$ cat src/rtl/fetch_pkg.sv
// fetch_pkg: shared types and constants for the instruction-fetch stage.
// Provides fetch_state_t, the IF/ID bundle if_id_t, NOP_INSTR and PC_W.
package fetch_pkg;

  localparam int PC_W = 32;
  localparam logic [31:0] NOP_INSTR = 32'h0;

  typedef enum logic {
    IDLE,
    RUN
  } fetch_state_t;

  typedef struct packed {
    logic [PC_W-1:0] pc;
    logic [PC_W-1:0] pc_plus1;
    logic [31:0]     instr;
    logic            valid;
  } if_id_t;

  function automatic logic [PC_W-1:0] pc_inc(
    input logic [PC_W-1:0] pc
  );
    return pc + 32'd1;
  endfunction

endpackage

$ cat src/rtl/fetch_stage_if_id_reg.sv
// if_id_reg: IF/ID pipeline register with bubble > load > hold priority.
// Ports: clk, rst (async high), load, bubble, d (next bundle), q (held bundle).
module if_id_reg
  import fetch_pkg::*;
(
  input  logic   clk,
  input  logic   rst,
  input  logic   load,
  input  logic   bubble,
  input  if_id_t d,
  output if_id_t q
);

  always_ff @(posedge clk or posedge rst) begin
    if (rst) begin
      q <= '0;
    end else if (bubble) begin
      q.pc       <= '0;
      q.pc_plus1 <= '0;
      q.instr    <= NOP_INSTR;
      q.valid    <= 1'b0;
    end else if (load) begin
      q <= d;
    end
  end

endmodule

$ cat src/rtl/fetch_stage.sv
// fetch_stage: IF stage with PC, sync-read imem addressing and IF/ID register.
// Ports: clk, rst, start, stall, flush, redirect, redirect_pc, imem_addr,
//   imem_rdata, pc_id, pc_plus1_id, instr_id, valid_id, running, fetch_count.
// Optional: define FETCH_COUNT_EN to build the valid-load counter.
module fetch_stage
  import fetch_pkg::*;
#(
  parameter logic [PC_W-1:0] RESET_PC = 32'h0000_0000,
  parameter int              ADDR_W   = 10
) (
  input  logic              clk,
  input  logic              rst,
  input  logic              start,
  input  logic              stall,
  input  logic              flush,
  input  logic              redirect,
  input  logic [PC_W-1:0]   redirect_pc,
  output logic [ADDR_W-1:0] imem_addr,
  input  logic [31:0]       imem_rdata,
  output logic [PC_W-1:0]   pc_id,
  output logic [PC_W-1:0]   pc_plus1_id,
  output logic [31:0]       instr_id,
  output logic              valid_id,
  output logic              running,
  output logic [31:0]       fetch_count
);

  fetch_state_t    state;
  logic [PC_W-1:0] pc_q;
  logic [PC_W-1:0] pc_inc_q;
  logic [PC_W-1:0] pc_next;
  logic            run;
  logic            kill;
  logic            load;
  if_id_t          d;
  if_id_t          q;

  assign run      = (state == RUN);
  assign kill     = run & (redirect | flush);
  assign load     = run & ~(stall | redirect | flush);
  assign pc_inc_q = pc_inc(pc_q);

  // pc_q always follows pc_next, so the address presented to the
  // memory this cycle is the pc whose data arrives next cycle.
  always_comb begin
    pc_next = pc_inc_q;
    unique case (1'b1)
      !run:
        pc_next = RESET_PC;
      run && redirect:
        pc_next = redirect_pc;
      run && !redirect && stall:
        pc_next = pc_q;
      run && !redirect && !stall:
        pc_next = pc_inc_q;
    endcase
  end

  assign imem_addr = pc_next[ADDR_W-1:0];

  always_ff @(posedge clk or posedge rst) begin
    if (rst) begin
      state   <= IDLE;
      running <= 1'b0;
    end else begin
      unique case (state)
        IDLE: begin
          if (start) begin
            state   <= RUN;
            running <= 1'b1;
          end
        end
        RUN: begin
        end
      endcase
    end
  end

  always_ff @(posedge clk or posedge rst) begin
    if (rst) begin
      pc_q <= RESET_PC;
    end else begin
      pc_q <= pc_next;
    end
  end

  always_comb begin
    d          = '0;
    d.pc       = pc_q;
    d.pc_plus1 = pc_inc_q;
    d.instr    = imem_rdata;
    d.valid    = 1'b1;
  end

  if_id_reg u_if_id (
    .clk    (clk),
    .rst    (rst),
    .load   (load),
    .bubble (kill),
    .d      (d),
    .q      (q)
  );

  assign pc_id       = q.pc;
  assign pc_plus1_id = q.pc_plus1;
  assign instr_id    = q.instr;
  assign valid_id    = q.valid;

`ifdef FETCH_COUNT_EN
  logic [31:0] cnt_q;

  always_ff @(posedge clk or posedge rst) begin
    if (rst) begin
      cnt_q <= '0;
    end else if (load) begin
      cnt_q <= cnt_q + 32'd1;
    end
  end

  assign fetch_count = cnt_q;
`else
  assign fetch_count = '0;
`endif

endmodule

$ cat config.mk
export PLATFORM = sky130hd
export DESIGN_NAME = fetch_stage
export DESIGN_NICKNAME = d
export VERILOG_FILES = /design/src/rtl/fetch_pkg.sv /design/src/rtl/fetch_stage_if_id_reg.sv /design/src/rtl/fetch_stage.sv
export SDC_FILE = /design/constraint.sdc
export NUM_CORES = 1
export LEC_CHECK = 0
export BUFFER_PORTS_ARGS = -buffer_cell sky130_fd_sc_hd__buf_4
export CAP_MARGIN = 0
export CELL_PAD_IN_SITES_DETAIL_PLACEMENT = 1
export CELL_PAD_IN_SITES_GLOBAL_PLACEMENT = 1
export CORE_MARGIN = 4
export CORE_UTILIZATION = 34
export DETAILED_ROUTE_END_ITERATION = 10
export PLACE_DENSITY = 0.79
export SYNTH_ARGS = -nofsm -noshare
export SYNTH_HDL_FRONTEND = slang
export SYNTH_SLANG_ARGS = --single-unit
$ cat constraint.sdc
create_clock -name clk -period 4.8 [get_ports clk]
set_clock_uncertainty 0.15 [all_clocks]
set_input_delay 0.96 -clock clk [delete_from_list [all_inputs] [get_ports clk]]
set_output_delay 0.96 -clock clk [all_outputs]
set_load 0.1 [all_outputs]
### Yosys cells after proc, flatten, opt, wreduce, memory -nomap -nowiden

Index checks and enable logic that the tools add are counted.

| word-level totals | value |
|---|---|
| register bits | 131 |
| bits of input ports | 70 |

| operators by class | value |
|---|---|
| add/sub/neg operators | 1 |
| multiplexer cells | 5 |
| bitwise gates (word level) | 7 |
| reductions and logical operators | 9 |

Operator list:

| operator | number |
|---|---|
| $mux 97 | 2 |
| $pmux 32 s4 | 1 |
| $add 32x1->32 const B | 1 |
| $logic_and 1x1->1 | 4 |
| $logic_not 1->1 | 3 |
| $or 1x1->1 | 3 |
| $and 1x1->1 | 2 |
| $mux 1 | 2 |
| $not 1->1 | 2 |
| $reduce_and 2->1 | 1 |
| $reduce_bool 2->1 | 1 |

### Longest topological paths before layout

Gate-level depths: netlist of run 1.

| depth | value |
|---|---|
| word-level depth | 6 |
| depth in mapped cells | 7 |
| gate-level depth less buffers | 6 |

### Modules after synthesis

A second synthesis of run 1 with hierarchy kept.

| unflattened totals | value |
|---|---|
| cells, all modules | 685 |
| area total of the unflattened synthesis | 6972.9 sq um |

Modules (own cells, without submodules):

| module | times used | cells an instance | area an instance (sq um) | seq. area each (sq um) |
|---|---|---|---|---|
| if_id_reg | 1 | 314 | 3925.0 | 2427.3 |
| fetch_stage | 1 | 371 | 3047.9 | 850.8 |

### Worst setup path before layout of run 1

OpenSTA, ideal clock, no wires.

| path | value |
|---|---|
| path type | input -> output |
| from | input stall |
| to | output imem_addr[3] |
| arrival time | 2.246 ns |
| slack | 1.444 ns |
| stages | 5 |
| buffers on the path | 3 |
| cell sequence | clkbuf_1 -> buf_1 -> o21ai_0 -> a311oi_1 -> buf_4 |

| on the way | value |
|---|---|
| word-level cells in the longest chain between the ends | 3 |

Ends and longest elaborated chain:

| element | RTL line | source |
|---|---|---|
| start: declaration | fetch_stage.sv:14 | `input logic stall,` |
| $logic_not 1->1 | fetch_stage.sv:54 | `run && !redirect && !stall:` |
| $logic_and 1x1->1 | fetch_stage.sv:54 |  |
| $pmux 32 s4 (*) | fetch_stage.sv:47 | `unique case (1'b1)` |
| end: declaration | fetch_stage.sv:18 | `output logic [ADDR_W-1:0] imem_addr,` |

Every way passes the cells marked *; elsewhere a longest branch is shown, timed or not.

### Final worst setup path of run 1

| path | value |
|---|---|
| from | register pc_q[0] |
| to | output imem_addr[4] |

| on the way | value |
|---|---|
| word-level cells in the longest chain between the ends | 2 |

Ends and longest elaborated chain:

| element | RTL line | source |
|---|---|---|
| start: declaration | fetch_stage.sv:29 | `logic [PC_W-1:0] pc_q;` |
| start signal: assignment | fetch_stage.sv:83 | `pc_q <= pc_next;` |
| $add 32x1->32 | fetch_pkg.sv:23 | `return pc + 32'd1;` |
| $pmux 32 s4 | fetch_stage.sv:47 |  |

No other way between the ends.

==> metrics.md, run 1 <==
| Metric | Value |
|---|---|
| Status | `finished, final reports clean` |
| # IOs | `210` |
| Total gr overflow | `0` |
| Worst-skew pair later-pin latency | `420 ps` |
| Clock Pin Slew Worst Setup and Hold Paths | `around 60 ps` |
| Fmax | `0.260 GHz` |
| Number of antenna violations at the first check in global routing | `0` |
| Synth Area in Compound Gates | `17.6%` |
| Cell family with most CP delay | `simple AND/OR/NAND/NOR gates` |
| Number of H-tree levels | `4` |
| Critical Path AT | `around 2700 ps` |
| Final worst path period share | `80.2%` |
| Synthesized area | `0.00619 mm2` |
| Routed WL | `19300 um` |
| Placed Cells | `948` |
| PD cells | `418 mW/mm2` |
| Buf/Inv on CP | `1` |
| CP Capture Type | `output pin` |
| Leakage | `0.00376 uW` |
| First-pass GRT wire length | `29900 um` |
| PostCTS Resize Cnt | `0` |
| Die ar. | `0.0204 mm2` |
| Mux contribution to synthesized area | `0.162%` |
| Total GRT Usage | `19.0%` |
| Max VDD drop | `roughly 0.24 mV` |
| Drt pass-1 iters | `5` |
| Synth cell types | `44` |
| Final #Nets | `809` |
| CP max stage delay | `530 ps` |
| Vias | `5050` |
| CTS root buf | `clkbuf_16` |
| Busiest grt layer | `met2` |
| Met3 Track Usage GR | `a little under 5%` |
| Startpoint types | `flip-flop` |
| Worst Path Required | `3690 ps` |
| Final Hold Viols | `0` |
| Hold-fix buffers, CTS | `0` |
| Routed WL per cell | `approximately 20 um` |
| Final instance area | `0.00807 mm2` |
| TritonCTS clock tree | `yes` |
| Met1 usage | `26.7%` |
| Worst-margin pin slew | `between 1000 and 1500 ps` |
| Synth Area per Inst | `10.3 um2` |
| Share of layout cells above drive strength 1 | `30.2%` |
| YS warnings | `0` |
| IO buf count | `177` |
| Drt drc | `0` |
| Drt initial violations | `306` |
| Setup TNS | `0 ps` |
| # rows | `49` |
| Slew Limit Fails | `0` |
| Post-synth EDFFs | `0` |
| Slew Limit Headroom | `19.1%` |
| Mapped Cells | `598` |
| Vias in the first global route | `5212` |
| XOR/XNOR share of the synthesized area | `7.50%` |
| Slowest cell on crit path | `dfrtp_1` |
| Final ANT Viol Nets | `0` |
| Largest family of logic cells by synthesized area | `compound AO/OA/AOI/OAI gates` |
| Post-CTS setup buffers | `0` |
| # diodes | `0` |
| CP Cell Sequence | `ha_1 > nand3_1 > or3_1 > a311oi_1 > buf_4` |
| Simple-Gate Fraction of Synth Area | `12.7%` |
| Num CTS Buffers | `17` |
| Seq cells post-synth | `about 130` |
| M2 GR Usage | `between 20% and 30%` |
| Placeable Area | `0.0179 mm2` |
| Area share of fa/ha/maj cells after synthesis | `0.202%` |
| Area Overhead vs Synth | `30.4%` |
| Vias per cell | `5.15` |
| Starting Density | `34.6%` |
| Clk buf depth | `2` |
| RSZ-0062 raised after global routing | `no` |
| Async SR Flop Fraction | `100%` |
| Post-Layout Cell Count | `980` |
| Final setup vio count | `0` |
| Placed instance area | `0.00745 mm2` |
| Hold Path Class | `reg2reg` |
| Crit path max fanout | `9` |
| Number of max-cap violations | `0` |
| Clk sinks | `131` |
| Die Y | `143 um` |
| Final GP Congestion | `0.759` |
| # fillers | `approximately 2000` |
| Crit Path Category | `reg2out` |
| Overall Power | `3370 uW` |
| Final worst path period need | `roughly 3800 ps` |
| Largest net degree at the start of global routing | `111` |
| DP HPWL | `12900 um` |
| Post-synth top flop | `dfrtp_1` |
| Die width | `143 um` |
| Seq/Total Area, Yosys | `53.0%` |
path summary, 6_finish.rpt:
kind,startpoint,end,slack (ps),depth (start not counted)
setup / recovery,pc_q[0]$_DFF_PP0_,imem_addr[4],950,5
hold / removal,u_if_id.q[79]$_DFFE_PP0P_,u_if_id.q[79]$_DFFE_PP0P_,330,2
setup reg to reg,pc_q[0]$_DFF_PP0_,pc_q[28]$_DFFE_PP0P_,1810,6
hold reg to reg,u_if_id.q[79]$_DFFE_PP0P_,u_if_id.q[79]$_DFFE_PP0P_,330,2
max in group asynchronous,rst,u_if_id.q[7]$_DFFE_PP0P_,2930,3
min in group asynchronous,rst,u_if_id.q[32]$_DFFE_PP0P_,610,2
placed cells by master, fill, tap and decap left out, types with 3 or more instances in the layout:
cell type   synthesis  routed
conb_1              1      32
clkinvlp_4          0       4
nand4_1            14      14
a22o_1             66      66
clkinv_2            0       4
a21oi_1            26      26
and4_1              4       4
inv_1               4       3
nand3_1            18      18
xnor2_1            25      25
o21ai_1            11      11
xor2_1             28      28
o22ai_1             3       3
nor4_1              4       4
bufinv_16           0       4
nor2_1             17      16
or2_2               4       4
clkbuf_16           0      17
nand2_1            57      56
and3_1              5       5
o21ai_0            46      46
nor3_1             12      12
buf_4              42     182
dfrtp_1           131     131
nor4_2              4       4
or3_1               5       5
layout make-up:
type	count	area (um2)	area share, %
Clock buffer	18	429	5.32
Clock inverter	14	188	2.33
Inverter	5	23.8	0.295
Multi-Input combinational cell	401	2500	30.9
Sequential cell	131	3280	40.6
Tap cell	229	287	3.55
Timing Repair Buffer	182	1370	16.9
Yosys cell counts (2+ instances only):
library cell	number	area [um2]
dfrtp_1	131	3280
a311oi_1	2	17.5
xor2_1	28	245
clkbuf_1	35	131
a22o_1	66	578
buf_4	42	315
o22ai_1	3	18.8
or3_1	5	31.3
o21ai_0	46	230
nand2_1	57	214
or2_2	4	25.0
nand4_1	14	87.6
and3_1	5	31.3
o21ai_1	11	55.1
nor4_2	4	50.1
buf_1	2	7.51
xnor2_1	25	219
nor2_1	17	63.8
and4_1	4	35.0
a21oi_1	26	130
a31oi_1	2	12.5
or4_1	2	15.0
nor3_1	12	60.1
nand3_1	18	90.1
inv_1	4	15.0
nor4_1	4	25.0
buf_2	12	60.1
logic make-up after synthesis:
group	count (synthesis)
flops	131
simple gates	152
mux	1
fa+ha+maj	1
buf+inv	97
xor+xnor	53
other cells	1
compound gates	162
where the power goes:
group	total, uW	leakage (uW)	switching (uW)	internal (uW)
clock	1370	0.000292	505	865
sequential	1250	0.00171	83.2	1160
combinational	753	0.00176	588	165
total	3370	0.00376	1180	2200
metal layers:
| metal | share of wire [%] | vias to the layer above |
|---|---|---|
| li1 | - | 2338 |
| met1 | 45 | 2570 |
| met3 | 4.9 | 14 |
| met4 | 0.99 | 0 |
| met5 | 0 | - |
| met2 | 49 | 128 |
tightest hold or removal path, delay by kind of cell, from the launching register on:
kind	cells	cell delay, ps
AND/OR/NAND/NOR	1	50
flip-flops	1	340
AO/OA/AOI/OAI	1	60
flip-flops by register name, summed over array words and instances (netlist names):
register,flops
pc_q,32
running,1
u_if_id.q,97
run,1
stage by stage:
step	hold WS, ps	utilization (%)	worst slack (ps)
floorplan	359	-	192
global placement	300	41.6	1330
detailed placement	322	41.6	1230
CTS	335	45.1	901
global route	359	45.1	712
finish	332	45.1	951
Power figures use the tool's default switching activity.
==> run 2, diff against run 1 <==
--- a/config.mk
+++ b/config.mk
@@ -10,9 +10,9 @@
 export CELL_PAD_IN_SITES_DETAIL_PLACEMENT = 1
 export CELL_PAD_IN_SITES_GLOBAL_PLACEMENT = 1
 export CORE_MARGIN = 4
-export CORE_UTILIZATION = 34
+export CORE_UTILIZATION = 38
 export DETAILED_ROUTE_END_ITERATION = 10
-export PLACE_DENSITY = 0.79
+export PLACE_DENSITY = 0.83
 export SYNTH_ARGS = -nofsm -noshare
 export SYNTH_HDL_FRONTEND = slang
 export SYNTH_SLANG_ARGS = --single-unit
==> constraint.sdc (replaced) <==
create_clock -name clk -period 3.71 [get_ports clk]
set_clock_uncertainty 0.15 [all_clocks]
set_input_delay 0.742 -clock clk [delete_from_list [all_inputs] [get_ports clk]]
set_output_delay 0.742 -clock clk [all_outputs]
set_load 0.1 [all_outputs]
==> metrics.md, run 2 (synthesis results as in run 1) <==
| Metric | Value |
|---|---|
| Final setup vio count | `0 (unchanged)` |
| Hold Path Cell Cnt | `1 (-1)` |
| Top reg by flops | `u_if_id.q` |
| Most common cell after layout, fill and taps aside | `buf_4` |
| Worst Path Required | `2820 ps (-870 ps)` |
| Most frequent cells in the layout | `buf_4 (182), dfrtp_1 (131), a22o_1 (66), nand2_1 (56), o21ai_0 (46)` |
| CP Capture Type | `output pin` |
| FF-to-FF path depth | `5 (-1)` |
| # fillers | `1785 (-12%)` |
| Hold WS | `323 ps (-9.55 ps)` |
| CTS root buf | `clkbuf_16` |
| Placed Cells | `938 (-1.1%)` |
| # IOs | `210 (unchanged)` |
| Setup TNS | `0 ps (unchanged)` |
| Max VDD drop | `0.308 mV (+29%)` |
| Leakage | `0.00380 uW (+1.1%)` |
| R2r endpoint | `pc_q[25]$_DFFE_PP0P_` |
| Total GRT Usage | `21.3% (+2.3 points)` |
| Final worst path period need | `between 3000 and 4000 ps` |
| Final GP Congestion | `0.801 (+5.5%)` |
| Area Overhead vs Synth | `31.4%` |
| PD cells | `540 mW/mm2 (+29%)` |
| Worst hold start | `running$_DFFE_PP0P_` |
| Hold-fix buffers, CTS | `0 (unchanged)` |
| TritonCTS clock tree | `yes` |
| Routed WL | `19900 um (+2.7%)` |
| Worst R2R Start | `pc_q[4]$_DFF_PP0_` |
| Worst Hold Endpoint | `running$_DFFE_PP0P_` |
| RSZ-0062 raised after global routing | `no` |
| Post-Layout Cell Count | `970 (-1.0%)` |
| Number of H-tree levels | `4 (unchanged)` |
| IO buf count | `177 (unchanged)` |
| Placed instance area | `0.00749 mm2 (+0.57%)` |
| Vias per cell | `5.31 (+3.1%)` |
| Final Hold Viols | `0 (unchanged)` |
| Final instance area | `0.00813 mm2 (+0.78%)` |
| Drt pass-1 iters | `4 (-1)` |
| # rows | `46 (-6.1%)` |
| Final #Nets | `812 (+0.37%)` |
| Largest net degree at the start of global routing | `132 (+19%)` |
| Vias | `5152 (+2.0%)` |
| Share of layout cells above drive strength 1 | `30.6% (+0.41 points)` |
| Drt initial violations | `352 (+15%)` |
| Placeable Area | `0.0159 mm2 (-11%)` |
| Die width | `136 um (-5.1%)` |
| Starting Density | `38.8% (+4.2 points)` |
| Clk buf depth | `2 (unchanged)` |
| Status | `finished, final reports clean` |
| Vias in the first global route | `5476 (+5.1%)` |
| Crit Path Category | `reg2out` |
| Hold Path Class | `reg2reg` |
| Number of max-cap violations | `0 (unchanged)` |
| First-pass GRT wire length | `30700 um (+2.6%)` |
| Final ANT Viol Nets | `0 (unchanged)` |
| Drt drc | `0 (unchanged)` |
| Slew Limit Headroom | `42.0% (+23 points)` |
| Number of antenna violations at the first check in global routing | `0 (unchanged)` |
| Fmax | `0.290 GHz` |
| Max reg flops | `97 (unchanged)` |
| DP HPWL | `13500 um (+5.1%)` |
| Num CTS Buffers | `17 (unchanged)` |
| Slew Limit Fails | `0 (unchanged)` |
| Final worst path period share | `around 93%` |
| Critical Path AT | `2560 ps (-180 ps)` |
| Startpoint types | `flip-flop` |
| Clock Pin Slew Worst Setup and Hold Paths | `60 ps (about the same)` |
| Worst-skew pair later-pin latency | `420 ps (about the same)` |
| Die ar. | `0.0184 mm2 (-10%)` |
| Largest registers | `u_if_id.q x97, pc_q x32` |
| Crit path max fanout | `9 (unchanged)` |
| Total gr overflow | `0 (unchanged)` |
| # diodes | `0 (unchanged)` |
| Worst-margin pin slew | `863 ps (-341 ps)` |
| Routed WL per cell | `20.5 um (+3.7%)` |
| Die Y | `136 um (-5.1%)` |
| Clk sinks | `131 (unchanged)` |
| R2r setup slk | `1080 ps (-730 ps)` |
| Overall Power | `4390 uW (+30%)` |
| Post-CTS setup buffers | `0 (unchanged)` |
## run 2: cell count changes in the layout (fill, tap and decap cells not counted)
cell,before,now
buf_12,0,3
bufinv_16,4,3
clkbuf_8,0,4
clkinv_2,4,1
clkinv_4,2,5
clkinvlp_4,4,1
nand3_1,18,17
nand3_2,1,2
## run 2: worst max-delay path, stage by stage (launching register included)
cell,delay [ps]
dfrtp_1,470
ha_1,260
nand3_2,220
or3_1,380
a311oi_1,430
buf_4,380
## run 2: worst max-delay path by stage
| stage | cells past startpoint | start | slack, ps | to |
|---|---|---|---|---|
| finish | 5 | pc_q[0]$_DFF_PP0_ | 260 | imem_addr[4] |
| global placement | 4 | stall | 710 | imem_addr[4] |
| floorplan | 5 | stall | 790 | imem_addr[3] |
| detailed placement | 5 | pc_q[0]$_DFF_PP0_ | 600 | imem_addr[4] |
| global route | 5 | pc_q[0]$_DFF_PP0_ | 100 | imem_addr[4] |
| CTS | 5 | pc_q[0]$_DFF_PP0_ | 120 | imem_addr[4] |
## run 2: per-stage QoR
stage          setup WS [ps]  util [%]
2_1_floorplan            790         -
3_3_place_gp             714      47.0
3_5_place_dp             598      47.0
4_1_cts                  118      51.0
5_1_grt                  103      51.0
6_report                 256      51.0
## run 2: timing repair
action / 4_1_cts / 5_1_grt
endpoints found under the setup margin: 0 / 1
hold endpoints to repair: 0 / 0
gates resized for setup: 0 / 1
## run 2: per-layer routing
metal / global-route usage [%] / vias up / wire length [um]
li1: - / 2326 / -
met1: 28.6 / 2631 / 8430
met2: 34.9 / 167 / 10000
met3: 3.79 / 28 / 1040
met4: 7.50 / 0 / 371
met5: 0 / - / 0
## run 2: power breakdown
| group | switching (uW) | internal, uW | total [uW] |
|---|---|---|---|
| Combinational | 770 | 219 | 989 |
| Clock | 653 | 1140 | 1790 |
| Sequential | 108 | 1510 | 1610 |
| Total | 1530 | 2860 | 4390 |
## run 2: cell type report
| cell class | count | area, um2 | area share, % |
|---|---|---|---|
| Clock buffer | 22 | 484 | 5.96 |
| Clock inverter | 10 | 148 | 1.82 |
| Inverter | 5 | 22.5 | 0.277 |
| Multi-Input combinational cell | 401 | 2500 | 30.8 |
| Sequential cell | 131 | 3280 | 40.3 |
| Tap cell | 216 | 270 | 3.32 |
| Timing Repair Buffer | 185 | 1430 | 17.5 |
==> run 3, diff against run 2 <==
--- a/config.mk
+++ b/config.mk
@@ -12,6 +12,7 @@
 export CORE_MARGIN = 4
 export CORE_UTILIZATION = 38
 export DETAILED_ROUTE_END_ITERATION = 10
+export MAX_ROUTING_LAYER = met4
 export PLACE_DENSITY = 0.83
 export SYNTH_ARGS = -nofsm -noshare
 export SYNTH_HDL_FRONTEND = slang
==> metrics.md, run 3 (synthesis results as in run 1) <==
| Metric | Value |
|---|---|
| Buf/Inv on CP | `1 (unchanged)` |
| CP max stage delay | `470 ps (about the same)` |
| Hold WS | `322 ps (-1.14 ps)` |
| Clock Pin Slew Worst Setup and Hold Paths | `60 ps (about the same)` |
| Final #Nets | `812 (unchanged)` |
| Setup TNS | `0 ps (unchanged)` |
| Drt drc | `0 (unchanged)` |
| Worst-skew pair later-pin latency | `420 ps (about the same)` |
| Most common cell after layout, fill and taps aside | `buf_4` |
| CP Capture Type | `output pin` |
| Starting Density | `38.8% (unchanged)` |
| Num CTS Buffers | `17 (unchanged)` |
| First-pass GRT wire length | `30800 um (+0.22%)` |
| Routed WL per cell | `20.5 um (+0.16%)` |
| Clk sinks | `131 (unchanged)` |
| TritonCTS clock tree | `yes` |
| Number of H-tree levels | `4 (unchanged)` |
| # rows | `46 (unchanged)` |
| Max reg flops | `97 (unchanged)` |
| IO buf count | `177 (unchanged)` |
| Total GRT Usage | `22.0% (+0.69 points)` |
| Crit Path Category | `reg2out` |
| Die Y | `136 um (unchanged)` |
| # diodes | `0 (unchanged)` |
| Overall Power | `4390 uW (about the same)` |
| Slew Limit Headroom | `42.7% (+0.67 points)` |
| Status | `finished, final reports clean` |
| Crit path max fanout | `9 (unchanged)` |
| Share of layout cells above drive strength 1 | `30.6% (unchanged)` |
| Slew Limit Fails | `0 (unchanged)` |
| Vias | `5174 (+0.43%)` |
| DP HPWL | `13500 um (unchanged)` |
| PD cells | `540 mW/mm2 (about the same)` |
| Number of antenna violations at the first check in global routing | `0 (unchanged)` |
| Startpoint types | `flip-flop` |
| Post-CTS setup buffers | `0 (unchanged)` |
| Critical Path AT | `2560 ps (about the same)` |
| CTS root buf | `clkbuf_16` |
| Final GP Congestion | `0.815 (+1.8%)` |
| Vias in the first global route | `5461 (-0.27%)` |
| Vias per cell | `5.33 (+0.43%)` |
| RSZ-0062 raised after global routing | `no` |
| Worst-margin pin slew | `853 ps (-9.91 ps)` |
| Final Hold Viols | `0 (unchanged)` |
| # IOs | `210 (unchanged)` |
| Cell family with most CP delay | `simple AND/OR/NAND/NOR gates` |
| Largest net degree at the start of global routing | `132 (unchanged)` |
| Clk buf depth | `2 (unchanged)` |
| Number of max-cap violations | `0 (unchanged)` |
| Die ar. | `0.0184 mm2 (unchanged)` |
| Max VDD drop | `0.309 mV (+0.30%)` |
| Largest registers | `u_if_id.q x97, pc_q x32` |
| Drt initial violations | `313 (-11%)` |
| Fmax | `0.290 GHz (+0.15%)` |
| Final setup vio count | `0 (unchanged)` |
| Most frequent cells in the layout | `buf_4 (182), dfrtp_1 (131), a22o_1 (66), nand2_1 (56), o21ai_0 (46)` |
| CP Cell Sequence | `ha_1 > nand3_2 > or3_1 > a311oi_1 > buf_4` |
| Final ANT Viol Nets | `0 (unchanged)` |
| Die width | `136 um (unchanged)` |
| Final worst path period need | `3450 ps (-5.27 ps)` |
| Slowest cell on crit path | `dfrtp_1` |
| Area Overhead vs Synth | `31.4% (unchanged)` |
| Worst Path Required | `2820 ps (about the same)` |
| Placed Cells | `938 (unchanged)` |
| Drt pass-1 iters | `4 (unchanged)` |
| Placeable Area | `0.0159 mm2 (unchanged)` |
| Hold Path Class | `reg2reg` |
| Final worst path period share | `93.0% (-0.14 points)` |
| Post-Layout Cell Count | `970 (unchanged)` |
| Leakage | `0.00380 uW (unchanged)` |
| Routed WL | `19900 um (+0.16%)` |
| Top reg by flops | `u_if_id.q` |
| Total gr overflow | `0 (unchanged)` |
run 3: area by class of cell:
| cell class | count | area [um2] |
|---|---|---|
| fillers | 1785 | 7810 |
| flip-flops and latches | 131 | 3280 |
| multi-input cells | 401 | 2500 |
| repair buffers | 185 | 1430 |
| clock buffers | 22 | 484 |
| well taps | 216 | 270 |
| clock inverters | 10 | 148 |
| inverters | 5 | 22.5 |
run 3: stage by stage:
stage | util, % | worst slack (ps) | instance area [um2]
after floorplan | - | 790 | 6310
final | 51.0 | 261 | 8130
after global placement | 47.0 | 714 | 7490
after detailed placement | 47.0 | 598 | 7490
after CTS | 51.0 | 118 | 8130
after global routing | 51.0 | 102 | 8130
run 3: power breakdown:
group | total, uW | switching, uW | internal (uW)
Combinational | 989 | 770 | 219
Sequential | 1610 | 108 | 1510
Clock | 1790 | 654 | 1140
Total | 4390 | 1530 | 2860
run 3: worst paths after layout:
check / from / end / slack (ps) / cells past startpoint
max in group asynchronous: rst / u_if_id.q[95]$_DFFE_PP0P_ / 2430 / 3
min reg2reg: running$_DFFE_PP0P_ / running$_DFFE_PP0P_ / 320 / 1
min: running$_DFFE_PP0P_ / running$_DFFE_PP0P_ / 320 / 1
min in group asynchronous: rst / u_if_id.q[45]$_DFFE_PP0P_ / 340 / 3
max reg2reg: pc_q[4]$_DFF_PP0_ / pc_q[25]$_DFFE_PP0P_ / 1050 / 5
max: pc_q[0]$_DFF_PP0_ / imem_addr[4] / 260 / 5
run 3: repair_timing:
item | in CTS | in global routing
hold buffers | 0 | 0
endpoints found under the setup margin | 0 | 1
gates resized for setup | 0 | 1
run 3: worst register-to-register path: stages, from the launching register on:
cell and delay, ps:
dfrtp_1 500, nand4_2 370, nor4_2 620, nand4_1 370, or3_1 400, a31oi_1 160
run 3: routing by layer:
metal / track usage (%) / wire length [um]
met3: 3.49 / 861
met4: 7.50 / 417
met5: - / 0
met1: 28.8 / 8570
met2: 35.1 / 10000
